[config.mk]
export PLATFORM = sky130hd
export DESIGN_NAME = button_reader
export DESIGN_NICKNAME = d
export VERILOG_FILES = /design/src/rtl/button_reader.sv
export SDC_FILE = /design/constraint.sdc
export NUM_CORES = 1
export LEC_CHECK = 0
export ABC_CLOCK_PERIOD_IN_PS = 3800
export BUFFER_PORTS_ARGS = -buffer_cell sky130_fd_sc_hd__buf_2
export CORE_AREA = 2 2 83 85
export CTS_CLUSTER_DIAMETER = 50
export DETAILED_ROUTE_END_ITERATION = 8
export DIE_AREA = 0 0 85 87
export PLACE_DENSITY = 0.72
export SLEW_MARGIN = 30
export SYNTH_ARGS = -nofsm -noshare
export SYNTH_HDL_FRONTEND = slang
export SYNTH_SLANG_ARGS = --single-unit
[constraint.sdc]
create_clock -name clk -period 3.8 [get_ports clk]
set_input_delay 0.38 -clock clk [delete_from_list [all_inputs] [get_ports clk]]
set_output_delay 0.38 -clock clk [all_outputs]
set_load 0.02 [all_outputs]
[src/rtl/button_reader.sv]
// button_reader -- debounced push-button input reader.
//
// Takes one raw, asynchronous button pin and produces a clean pressed level
// plus single-cycle press, release and long-press events. Everything runs in
// the single board clock domain.
//
// Ports:
//   clk            board clock, all logic on the rising edge
//   reset          synchronous, active-high reset
//   btn_in         raw asynchronous button pin
//   btn_level      debounced level, 1 = pressed
//   press_pulse    one-cycle pulse on an accepted press
//   release_pulse  one-cycle pulse on an accepted release
//   long_pulse     one-cycle pulse once per press after LONG_CYCLES held cycles
//   press_count    accepted presses, modulo 256
//
// Parameters:
//   DEBOUNCE_CYCLES  stable cycles needed to accept a press or release (>= 2)
//   LONG_CYCLES      held cycles before the long-press event (> DEBOUNCE_CYCLES)
//   ACTIVE_LOW       1: pin reads 0 when pressed, 0: pin reads 1 when pressed
module button_reader #(
  parameter int DEBOUNCE_CYCLES = 240000,
  parameter int LONG_CYCLES     = 12000000,
  parameter bit ACTIVE_LOW      = 1'b1
) (
  input  logic       clk,
  input  logic       reset,
  input  logic       btn_in,
  output logic       btn_level,
  output logic       press_pulse,
  output logic       release_pulse,
  output logic       long_pulse,
  output logic [7:0] press_count
);

  localparam int QW = $clog2(DEBOUNCE_CYCLES);
  localparam int HW = $clog2(LONG_CYCLES);

  localparam logic [QW-1:0] Q_LAST = QW'(DEBOUNCE_CYCLES - 1);
  localparam logic [HW-1:0] H_LAST = HW'(LONG_CYCLES - 1);
  localparam logic [HW-1:0] H_PRE  = HW'(LONG_CYCLES - 2);

  // Pin level that means "not pressed"; the synchroniser resets to it so a
  // reset never looks like a press edge.
  localparam logic IDLE_LVL = ACTIVE_LOW;

  typedef enum logic [1:0] {
    RELEASED     = 2'd0,
    PRESS_QUAL   = 2'd1,
    PRESSED      = 2'd2,
    RELEASE_QUAL = 2'd3
  } state_t;

  state_t          state;
  logic            sync_p0;
  logic            sync_p1;
  logic [QW-1:0]   q;
  logic [HW-1:0]   h;
  logic            p;

  // Hold counter saturates at its last value so the long-press edge can only
  // ever be crossed once per press.
  function automatic logic [HW-1:0] sat_inc(input logic [HW-1:0] v);
    return (v == H_LAST) ? v : v + HW'(1);
  endfunction

  // Synchronised pin, normalised so 1 = pressed.
  assign p = sync_p1 ^ ACTIVE_LOW;

  always_ff @(posedge clk) begin
    if (reset) begin
      sync_p0       <= IDLE_LVL;
      sync_p1       <= IDLE_LVL;
      state         <= RELEASED;
      q             <= '0;
      h             <= '0;
      btn_level     <= 1'b0;
      press_pulse   <= 1'b0;
      release_pulse <= 1'b0;
      long_pulse    <= 1'b0;
      press_count   <= 8'd0;
    end else begin
      // Stage p0 -> p1: two-flop synchroniser on the raw pin.
      sync_p0 <= btn_in;
      sync_p1 <= sync_p0;

      press_pulse   <= 1'b0;
      release_pulse <= 1'b0;
      long_pulse    <= 1'b0;

      case (state)
        RELEASED: begin
          if (p) begin
            state <= PRESS_QUAL;
            q     <= '0;
          end
        end

        PRESS_QUAL: begin
          if (!p) begin
            state <= RELEASED;
          end else if (q == Q_LAST) begin
            state       <= PRESSED;
            btn_level   <= 1'b1;
            press_pulse <= 1'b1;
            press_count <= press_count + 8'd1;
            h           <= '0;
          end else begin
            q <= q + QW'(1);
          end
        end

        PRESSED: begin
          // h only advances on cycles where the button is still seen held;
          // the cycle that starts a release qualification leaves it frozen.
          if (!p) begin
            state <= RELEASE_QUAL;
            q     <= '0;
          end else begin
            h <= sat_inc(h);
            if (h == H_PRE) begin
              long_pulse <= 1'b1;
            end
          end
        end

        RELEASE_QUAL: begin
          if (p) begin
            state <= PRESSED;
          end else if (q == Q_LAST) begin
            state         <= RELEASED;
            btn_level     <= 1'b0;
            release_pulse <= 1'b1;
          end else begin
            q <= q + QW'(1);
          end
        end

        default: state <= RELEASED;
      endcase
    end
  end

endmodule

=== Yosys cells after proc, flatten, opt, wreduce, memory -nomap -nowiden ===
Index checks and enable logic that the tools add are counted.

* Register bits: 58
* Bits in latches: 0
* RAM bits: 0
* Memory bits (read-only): 0
* Output and inout bits: 12
* Logic and storage cells: 69
* Memories kept: 0

* $add $sub $neg: 3
* $mul: 0
* Divide/modulo/power cells: 0
* Magnitude comparators: 0
* Equal/unequal tests: 16
* Shifts and indexed selects: 0
* Muxes and demuxes: 25
* Bitwise gates (word level): 4
* Reduce and logical (&&, ||, !) cells: 11

{| class="wikitable"
|+ Operators with widths
! operator !! count
|-
| 24-bit 2-to-1 mux || 4
|-
| 18-bit 2-to-1 mux || 5
|-
| 18-bit one-hot mux with 4 select lines || 1
|-
| 24-bit equality test, second input constant || 2
|-
| 24-bit one-hot mux with 2 select lines || 1
|-
| 24-bit by 1-bit adder with 24-bit output, second input constant || 1
|-
| 18-bit by 1-bit adder with 18-bit output, second input constant || 1
|-
| 18-bit equality test, second input constant || 1
|-
| 2-bit != test, second input constant || 8
|-
| 2-bit 2-to-1 mux || 6
|-
| 5-bit AND reduction || 2
|-
| 3-bit OR reduction || 3
|-
| 8-bit by 1-bit adder with 8-bit output, second input constant || 1
|-
| 2-bit one-hot mux with 4 select lines || 1
|-
| 4-bit AND reduction || 2
|-
| 1-bit 2-to-1 mux || 6
|-
| 3-bit != test, second input constant || 2
|-
| 2-bit equality test, second input constant || 2
|-
| 1-bit NOT || 4
|-
| 2-bit nonzero test || 2
|-
| 3-bit AND reduction || 1
|-
| 2-bit by 1-bit equality test with 1-bit output, second input constant || 1
|-
| 2-bit logical NOT || 1
|-
| 1-bit one-hot mux with 2 select lines || 1
|}

=== Logic depth before layout (Yosys ltp) ===
Gate-level depths: netlist of run 1.

* Depth in word-level cells: 4
* Gate-level depth with buffers: 9
* Mapped depth without buffers: 6

=== Worst setup path after synthesis of run 1 ===
No wires, ideal clock.

* Path kind: flip-flop to flip-flop
* Start point: register q[0]
* End point: register q[16]
* Library setup time: 0.116 ns
* Data arrival time: 1.820 ns
* Slack: 1.864 ns
* Cell stages (with the launch flop): 7
* Path buffers: 0
* Cell sequence: dfxtp_1 -> ha_1 -> nand3_1 -> or4_1 -> nor3_1 -> a311oi_1 -> a41o_1

* Word-level cells in the longest chain between the ends: 4

{| class="wikitable"
|+ Ends and longest elaborated chain
! element !! line !! source
|-
| from (decl) || 57 || <nowiki>logic [QW-1:0] q;</nowiki>
|-
| from (signal assigned) || 109 || <nowiki>q <= q + QW'(1);</nowiki>
|-
| from (signal assigned) || 135 || <nowiki>q <= q + QW'(1);</nowiki>
|-
| 18-bit by 1-bit adder with 18-bit output or 18-bit equality test (tied branches) || -- ||
|-
| 18-bit 2-to-1 mux * || 102, 130 ||
|-
| 18-bit 2-to-1 mux (on tied branches) || 128, 100 ||
|-
| 18-bit one-hot mux with 4 select lines * || 91 || <nowiki>case (state)</nowiki>
|}

Every way passes the cells marked *; elsewhere a longest branch is shown, timed or not. The select of a mux whose other input is x is not followed.
A chain may end at the register's enable or synchronous reset.

=== Final worst setup path of run 1 ===
* Start point: register state[0]
* End point: register h[20]

* Word-level cells in the longest chain between the ends: 3

{| class="wikitable"
|+ Ends and longest elaborated chain
! element !! line !! source
|-
| from (decl) || 54 || <nowiki>state_t state;</nowiki>
|-
| from (signal assigned) || 74 || <nowiki>state <= RELEASED;</nowiki>
|-
| from (signal assigned) || 94 || <nowiki>state <= PRESS_QUAL;</nowiki>
|-
| from (signal assigned) || 101 || <nowiki>state <= RELEASED;</nowiki>
|-
| 2-bit equality test or 2-bit by 1-bit equality test with 1-bit output (tied branches) || 91 ||
|-
| 2-bit != test (no line) or 2-bit nonzero test (tied branches) || -- ||
|-
| 5-bit AND reduction (no line) || -- ||
|-
| to (signal assigned) || 120 || <nowiki>h <= sat_inc(h);</nowiki>
|-
| to (decl) || 58 || <nowiki>logic [HW-1:0] h;</nowiki>
|}

Parallel ways exist; a longest one is shown, timed or not.

==> run summary, run 1 <==
The max-slew violation count came to 0. The max-cap violation count is 0. The final critical delay including setup and external delays is 2610 ps. The later-pin clock latency in the skew report came out at 350 ps.

The number of nets handed over by synthesis was 382. The number of antenna repair diodes is 0. The internal power of the cells totals 0.922 mW. The placed wire-length estimate is 4.77 mm. In this run the critical register-to-register path is captured at h[20]$_SDFFE_PP0P_. The setup path with the least slack is of type flip-flop to flip-flop. In this run the post-CTS setup repair buffer count came out at 0. The number of resized instances in the post-cts repair step came out at 0. The most common library cell in the layout ignoring fill and taps is sky130_fd_sc_hd__dfxtp_1. The warning count from the yosys run is 0.

The via count came out at 2,959. The H-tree depth is 3. Of the total power, the share spent switching nets is 24.2%.

The flop-to-flop setup slack is 1190 ps. The post-cts hold buffer count came out at 0. The maximum number of pins on one net before global-route repair is 48. The first-pass detailed-route iteration total is 5.

Setup repair after global routing left no endpoint under its margin. The flow ran to the end, and the final reports show no timing, DRC or antenna violations. The maximum ir drop on the vdd rail came out at 0.277 mV. The total negative setup slack is 0 ps. The fill cell instance count of the final layout came out at 601. 15 I/O pins were placed. After detailed routing, the average wire length per cell comes to 15.7 um.

The worst-path maximum fanout is 22. The fraction of registers with async set or reset after synthesis is 0%. Ranked by total cell area, the synthesized netlist is headed by sky130_fd_sc_hd__dfxtp_1 (37%), sky130_fd_sc_hd__nand3_1 (5.3%), sky130_fd_sc_hd__a21oi_1 (4.6%), sky130_fd_sc_hd__nand2_1 (3.5%), sky130_fd_sc_hd__nand4_1 (2.8%). The port buffer count came out at 14. The count of cell types in the netlist is 65. The critical path starts at state[0]$_SDFFE_PP0P_.

For this design the total switching power over the nets is 0.294 mW. The endpoint of the worst hold path is sync_p0$_SDFF_PP1_. In this run the critical register-to-register path is launched from state[0]$_SDFFE_PP0P_.

The iteration-0 DRC count of the detailed router came out at 192. STA classifies the critical path endpoint as a flip-flop. The number of cells on the worst reg-to-reg path came out at 6. The total DRC errors in the routed layout came out at 0.

The fraction of layout cells with a size suffix above 1 came out at 12.9%. The number of nets still failing antenna checks after routing is 0. Headroom to the max-slew limit came out at 53.2%. The number of placement rows is 30. The sum of routed wire length over all layers came out at 7.36 mm. The cell area after technology mapping is 3140 sq um. The power density over cell area came out at 356 nW/um^2.

The final-report hold violation count is 0. The clock net in this run drives a total of 58 sinks. The top cell types in the final layout, fill and taps aside, are sky130_fd_sc_hd__dfxtp_1 (58), sky130_fd_sc_hd__nand3_1 (33), sky130_fd_sc_hd__a21oi_1 (29), sky130_fd_sc_hd__nand2_1 (29), sky130_fd_sc_hd__inv_1 (17).

After synthesis the netlist holds a flip-flop and latch count of 58. The standard cell core area is 6570 sq um. The top-area cell type share of the netlist area came out at 37.0%. The worst hold path begins at btn_in. The setup clock skew after layout came out at 7.87 ps. The largest area contributor in the netlist is sky130_fd_sc_hd__dfxtp_1. The number of nets in the layout is 390. The remaining global-route overflow is 0. The type of the worst min-delay path is primary input to flip-flop. TritonCTS built the clock tree. The main flop type after synthesis is sky130_fd_sc_hd__dfxtp_1. The worst setup path is launched from a flip-flop.

Per report_power, the sequential group accounts for 50.6% of the total. The clock network power share is 46.9%. The horizontal die dimension is 85 um. The cell count after synthesis is 375. For the pin with the worst max-slew slack, the measured transition is 700 ps. The routed via count divided by cell count came out at 6.32. STA puts the critical path data required time at 4060 ps.

The via count of the first global-routing pass came out at 2,588. In this run the static leakage power is 1.09 nW. The initial antenna violation count came out at 0. The die covers 7400 sq um.

The final count of negative-setup-slack endpoints came out at 0. After layout, the worst path uses 68.7% of the clock period. The post-synthesis to final-layout area growth is 8.78%. The synthesized design contains 0 enable-type register cells. The fraction of the yosys area taken by sequential cells came out at 37.0%.

The power share of the combinational group came out at 2.6%. The starting density of the core is 47.7%. The global-route wire length before repair is 12.2 mm. The fmax is 0.383 GHz. The tightest hold path in the finished design has a slack of 212 ps. The synthesized area per cell came out at 8.36 sq um. The die extent in y is 87 um. Routability-driven placement finished with a final weighted congestion of 0.889. TritonCTS created 9 clock buffers. The data arrival time of the critical path is 2870 ps. Counting instances, the worst hold path has a depth of 2. CTS placed an instance of sky130_fd_sc_hd__clkbuf_8 at the clock tree root. The clock transition at the registers of the reported paths came out at 70 ps.

The deepest clock path buffer count is 2. The overall fraction of global-route tracks in use is 20.5%.
==> worst max-delay path, cell delays in order, from the launching register on <==
cell                       delay (ps)
sky130_fd_sc_hd__dfxtp_1          530
sky130_fd_sc_hd__nor2b_1          660
sky130_fd_sc_hd__nand2b_1         200
sky130_fd_sc_hd__a31oi_1          440
sky130_fd_sc_hd__buf_4            290
sky130_fd_sc_hd__nand2_1          110
sky130_fd_sc_hd__o32ai_1          280
==> worst max path at each step <==
| stage | endpoint | cells after the start | slack [ps] |
|---|---|---|---|
| 5_1_grt | h[20]$_SDFFE_PP0P_ | 6 | 1060 |
| 2_1_floorplan | q[16]$_SDFFE_PP0P_ | 6 | 1860 |
| 3_3_place_gp | h[20]$_SDFFE_PP0P_ | 6 | 1310 |
| 6_report | h[20]$_SDFFE_PP0P_ | 6 | 1190 |
| 4_1_cts | h[20]$_SDFFE_PP0P_ | 6 | 1230 |
| 3_5_place_dp | h[20]$_SDFFE_PP0P_ | 6 | 1260 |
==> Yosys cell counts, drive strengths merged (2+ instances only) <==
library cell and instances:
a2111oi 4, a21o 2, a21oi 30, a22oi 2, a31o 6, a31oi 8, and2 2, and3 6
and4 7, buf 14, clkbuf 7, dfxtp 58, ha 4, inv 17, nand2 29, nand2b 6
nand3 33, nand4 15, nand4b 2, nor2 17, nor3 8, nor3b 3, nor4 6, o2111ai 4
o211a 2, o211ai 3, o21a 2, o21ai 13, o221a 3, o31ai 6, o32ai 5, or2 3
or3 14, or4 13, xnor2 4
==> metrics by stage <==
stage          setup slack, ps  instance area (sq um)  total power, mW  std cells  utilization (%)
2_1_floorplan             1860                   3140            0.650        375                -
3_3_place_gp              1310                   3220            0.660        452             49.0
3_5_place_dp              1260                   3220            0.659        452             49.0
4_1_cts                   1230                   3410             1.22        468             51.9
5_1_grt                   1060                   3410             1.26        468             51.9
6_report                  1190                   3410             1.22        468             51.9
==> cell families after synthesis <==
logic type	share of synthesized area, %
AO/OA/AOI/OAI	22.1
XOR/XNOR	1.40
adder cells (fa/ha/maj)	1.60
buffers and inverters	5.83
flip-flops	37.0
AND/OR/NAND/NOR	32.1
==> registers in the layout (all words and copies together) (netlist names), named ones only <==
name           cells
btn_level          1
h                 24
long_pulse         1
press_count        8
press_pulse        1
q                 18
release_pulse      1
state              1
sync_p0            1
sync_p1            1
==> layout make-up <==
type	count	area, sq um	share of cell area (%)
Timing Repair Buffer	18	100	2.93
Sequential cell	58	1160	34.0
Clock buffer	10	128	3.74
Inverter	17	63.8	1.87
Tap cell	80	100	2.93
Clock inverter	6	66.3	1.94
Multi-Input combinational cell	279	1790	52.5
==> layer usage <==
layer	up-vias	wire length (um)	global-route usage [%]
met2	84	3400	31.6
met3	13	332	5.02
li1	1460	-	-
met4	0	128	7.79
met5	-	0	0
met1	1402	3500	27.7
==> power groups by stage <==
stage	Combinational, mW	Clock (mW)	Sequential, mW
after floorplan	0.0224	0	0.628
after global placement	0.0312	0	0.628
after detailed placement	0.0309	0	0.629
after CTS	0.0311	0.576	0.615
after global routing	0.0339	0.609	0.615
final	0.0312	0.570	0.615
Note: power is estimated with default switching activity, not from simulation.
==> run 2: changes to the inputs <==
ABC_CLOCK_PERIOD_IN_PS = 2700   (was 3800)
clock period = 2.7 ns   (was 3.8 ns; I/O delays follow)
==> run summary, run 2 (same netlist as run 1, synthesis figures left out) <==
The global-route wire length before repair is 12.5 mm. Leaving out fill and tap cells, the most frequent cell in the layout is sky130_fd_sc_hd__dfxtp_1. The final critical path takes up 83.5% of the cycle. The TritonCTS sink count is 58. The number of nets still failing antenna checks after routing is 0.

The maximum number of pins on one net before global-route repair is 24. The per-cell routed wire length is 15.9 um. Setup violations remaining at the end of the flow were counted as 0. The register with the most flip-flops in the layout has 24 of them. The placed wire-length estimate came out at 5.12 mm.

The flow ran to the end, and the final reports show no timing, DRC or antenna violations. In the routed design, unresolved DRC markers number 0. In the final design database the tool counted 395 nets. The die extent in y is 87 um. Pin placement for this block handled 15 I/O pins. The setup clock skew after layout is 7.35 ps. The data arrival time of the critical path is 2540 ps. The delay of the slowest cell on the worst path is 610 ps.

The later-pin clock latency in the skew report came out at 350 ps. Setup repair after global routing left no endpoint under its margin. The number of setup buffers added after CTS is 0. In the layout the commonest cells are sky130_fd_sc_hd__dfxtp_1 (58), sky130_fd_sc_hd__nand3_1 (33), sky130_fd_sc_hd__a21oi_1 (29), sky130_fd_sc_hd__nand2_1 (29), sky130_fd_sc_hd__inv_1 (17). The final cell count without fillers came out at 473. The total negative setup slack is 0 ps.

The port buffer count is 14. The final critical delay including setup and external delays is 2250 ps. The number of resized instances in the post-cts repair step came out at 0. The met1 routing resource usage after global routing came out at 27.5%. The buffer cell driving the clock tree root is sky130_fd_sc_hd__clkbuf_8. The worst setup path is launched from a flip-flop.

The first-pass detailed-route iteration total is 5. The horizontal die dimension came out at 85 um. The fmax is 0.444 GHz.

At the pin with the least slew margin, the transition time is 565 ps. From synthesis to final layout, the design area changed by 11.0%. The largest registers in the layout are h x24, q x18, press_count x8.

The sum of routed wire length over all layers is 7.54 mm. Power spread over the standard cell area amounts to 529 nW/um^2. In this run, post-CTS hold repair placed 0 buffers. The nature of the critical path endpoint is a flip-flop. VDD sags by at most 0.367 mV. For this run the aggregate overflow at the end of global routing stands at 0. For this configuration, the core starts out at a cell density of 47.7%.

The via count of the first global-routing pass came to 2,675. The leakage power summed over all cells came out at 1.13 nW. Global routing consumed, on the met3 layer, 4.17% of the routing resources. The deepest clock path buffer count came out at 2. The die covers 7400 sq um.

In this run, the number of DRC markers left after iteration 0 of detailed routing was 290. The met2 track demand over resource is 32.7%. The initial antenna violation count came out at 0.

The signal on the critical path passes through ha_1 -> nand3_1 -> nor3_1 -> nand4_1 -> or4_1 -> a21oi_1. Headroom to the max-slew limit came out at 62.2%. In this run, placement finished with an instance count of 457.

The type of the worst min-delay path is primary input to flip-flop. The final-report hold violation count is 0. The clock transition at the registers of the reported paths came out at 70 ps. The via count came out at 3,008. The worst-path maximum fanout came out at 9. The max-cap violation count came out at 0. The setup path with the least slack is of type flip-flop to flip-flop. After detailed routing, the number of vias per cell comes to 6.36. The fraction of layout cells with a size suffix above 1 is 14.2%. Ranked by flip-flop count, first place goes to h. Among all stages on the critical path, the largest delay is contributed by sky130_fd_sc_hd__or4_1. The number of antenna repair diodes is 0.

The post-layout total power came out at 1.84 mW. The required time at the worst-slack endpoint is 2980 ps. The layer flagged by global routing as most heavily used is met2. The number of placement rows came out at 30. The overall fraction of global-route tracks in use is 20.8%.

The number of buffers created by CTS came out at 9. The final estimated routing congestion in global placement came out at 0.855. The clock tree synthesis step divided the H-tree into 3 levels. TritonCTS built the clock tree. The max-slew violation count was 0. The standard cell core area is 6570 sq um.
-- run 2: final cells by class --
type                       instances  area, sq um
clock buffer                      10          138
clock inverter                     6         88.8
fill                             605         3090
inverter                          17         63.8
multi-input combinational        279         1790
sequential                        58         1160
tap                               80          100
timing repair buffer              23          138
-- run 2: per-stage QoR --
stage | instance area [sq um] | utilization [%] | worst slack [ps] | hold WS [ps]
floorplan | 3140 | - | 764 | 374
global placement | 3250 | 49.5 | 564 | 393
detailed placement | 3250 | 49.5 | 477 | 403
finish | 3480 | 53.0 | 445 | 99.0
CTS | 3480 | 53.0 | 451 | 93.9
global route | 3480 | 53.0 | 259 | 95.9
-- run 2: path summary, 6_finish.rpt --
kind,startpoint,endpoint,slack (ps),depth (start not counted)
min,btn_in,sync_p0$_SDFF_PP1_,100,2
max reg2reg,q[0]$_SDFFE_PP0P_,press_count[7]$_SDFFE_PP0P_,450,6
min reg2reg,sync_p0$_SDFF_PP1_,sync_p1$_SDFF_PP1_,420,1
max,q[0]$_SDFFE_PP0P_,press_count[7]$_SDFFE_PP0P_,450,6
-- run 2: power by group --
part	total (mW)	switching [mW]	leakage, nW	internal (mW)
logic	0.0498	0.0358	0.554	0.0140
registers	0.863	0.00390	0.468	0.859
clock network	0.929	0.383	0.109	0.546
-- run 2: worst max-delay path, delay by kind of cell (launching register included) --
family	cells	cell delay, ps
adders and majority gates	1	220
AOI/OAI and AO/OA	1	150
DFF	1	400
and+or+nand+nor	4	1430
-- run 2: metal layers --
| metal | part of all wire, % | wire, um |
|---|---|---|
| met1 | 46 | 3480 |
| met2 | 46 | 3450 |
| met3 | 5.7 | 427 |
| met4 | 2.4 | 183 |
| met5 | 0 | 0 |
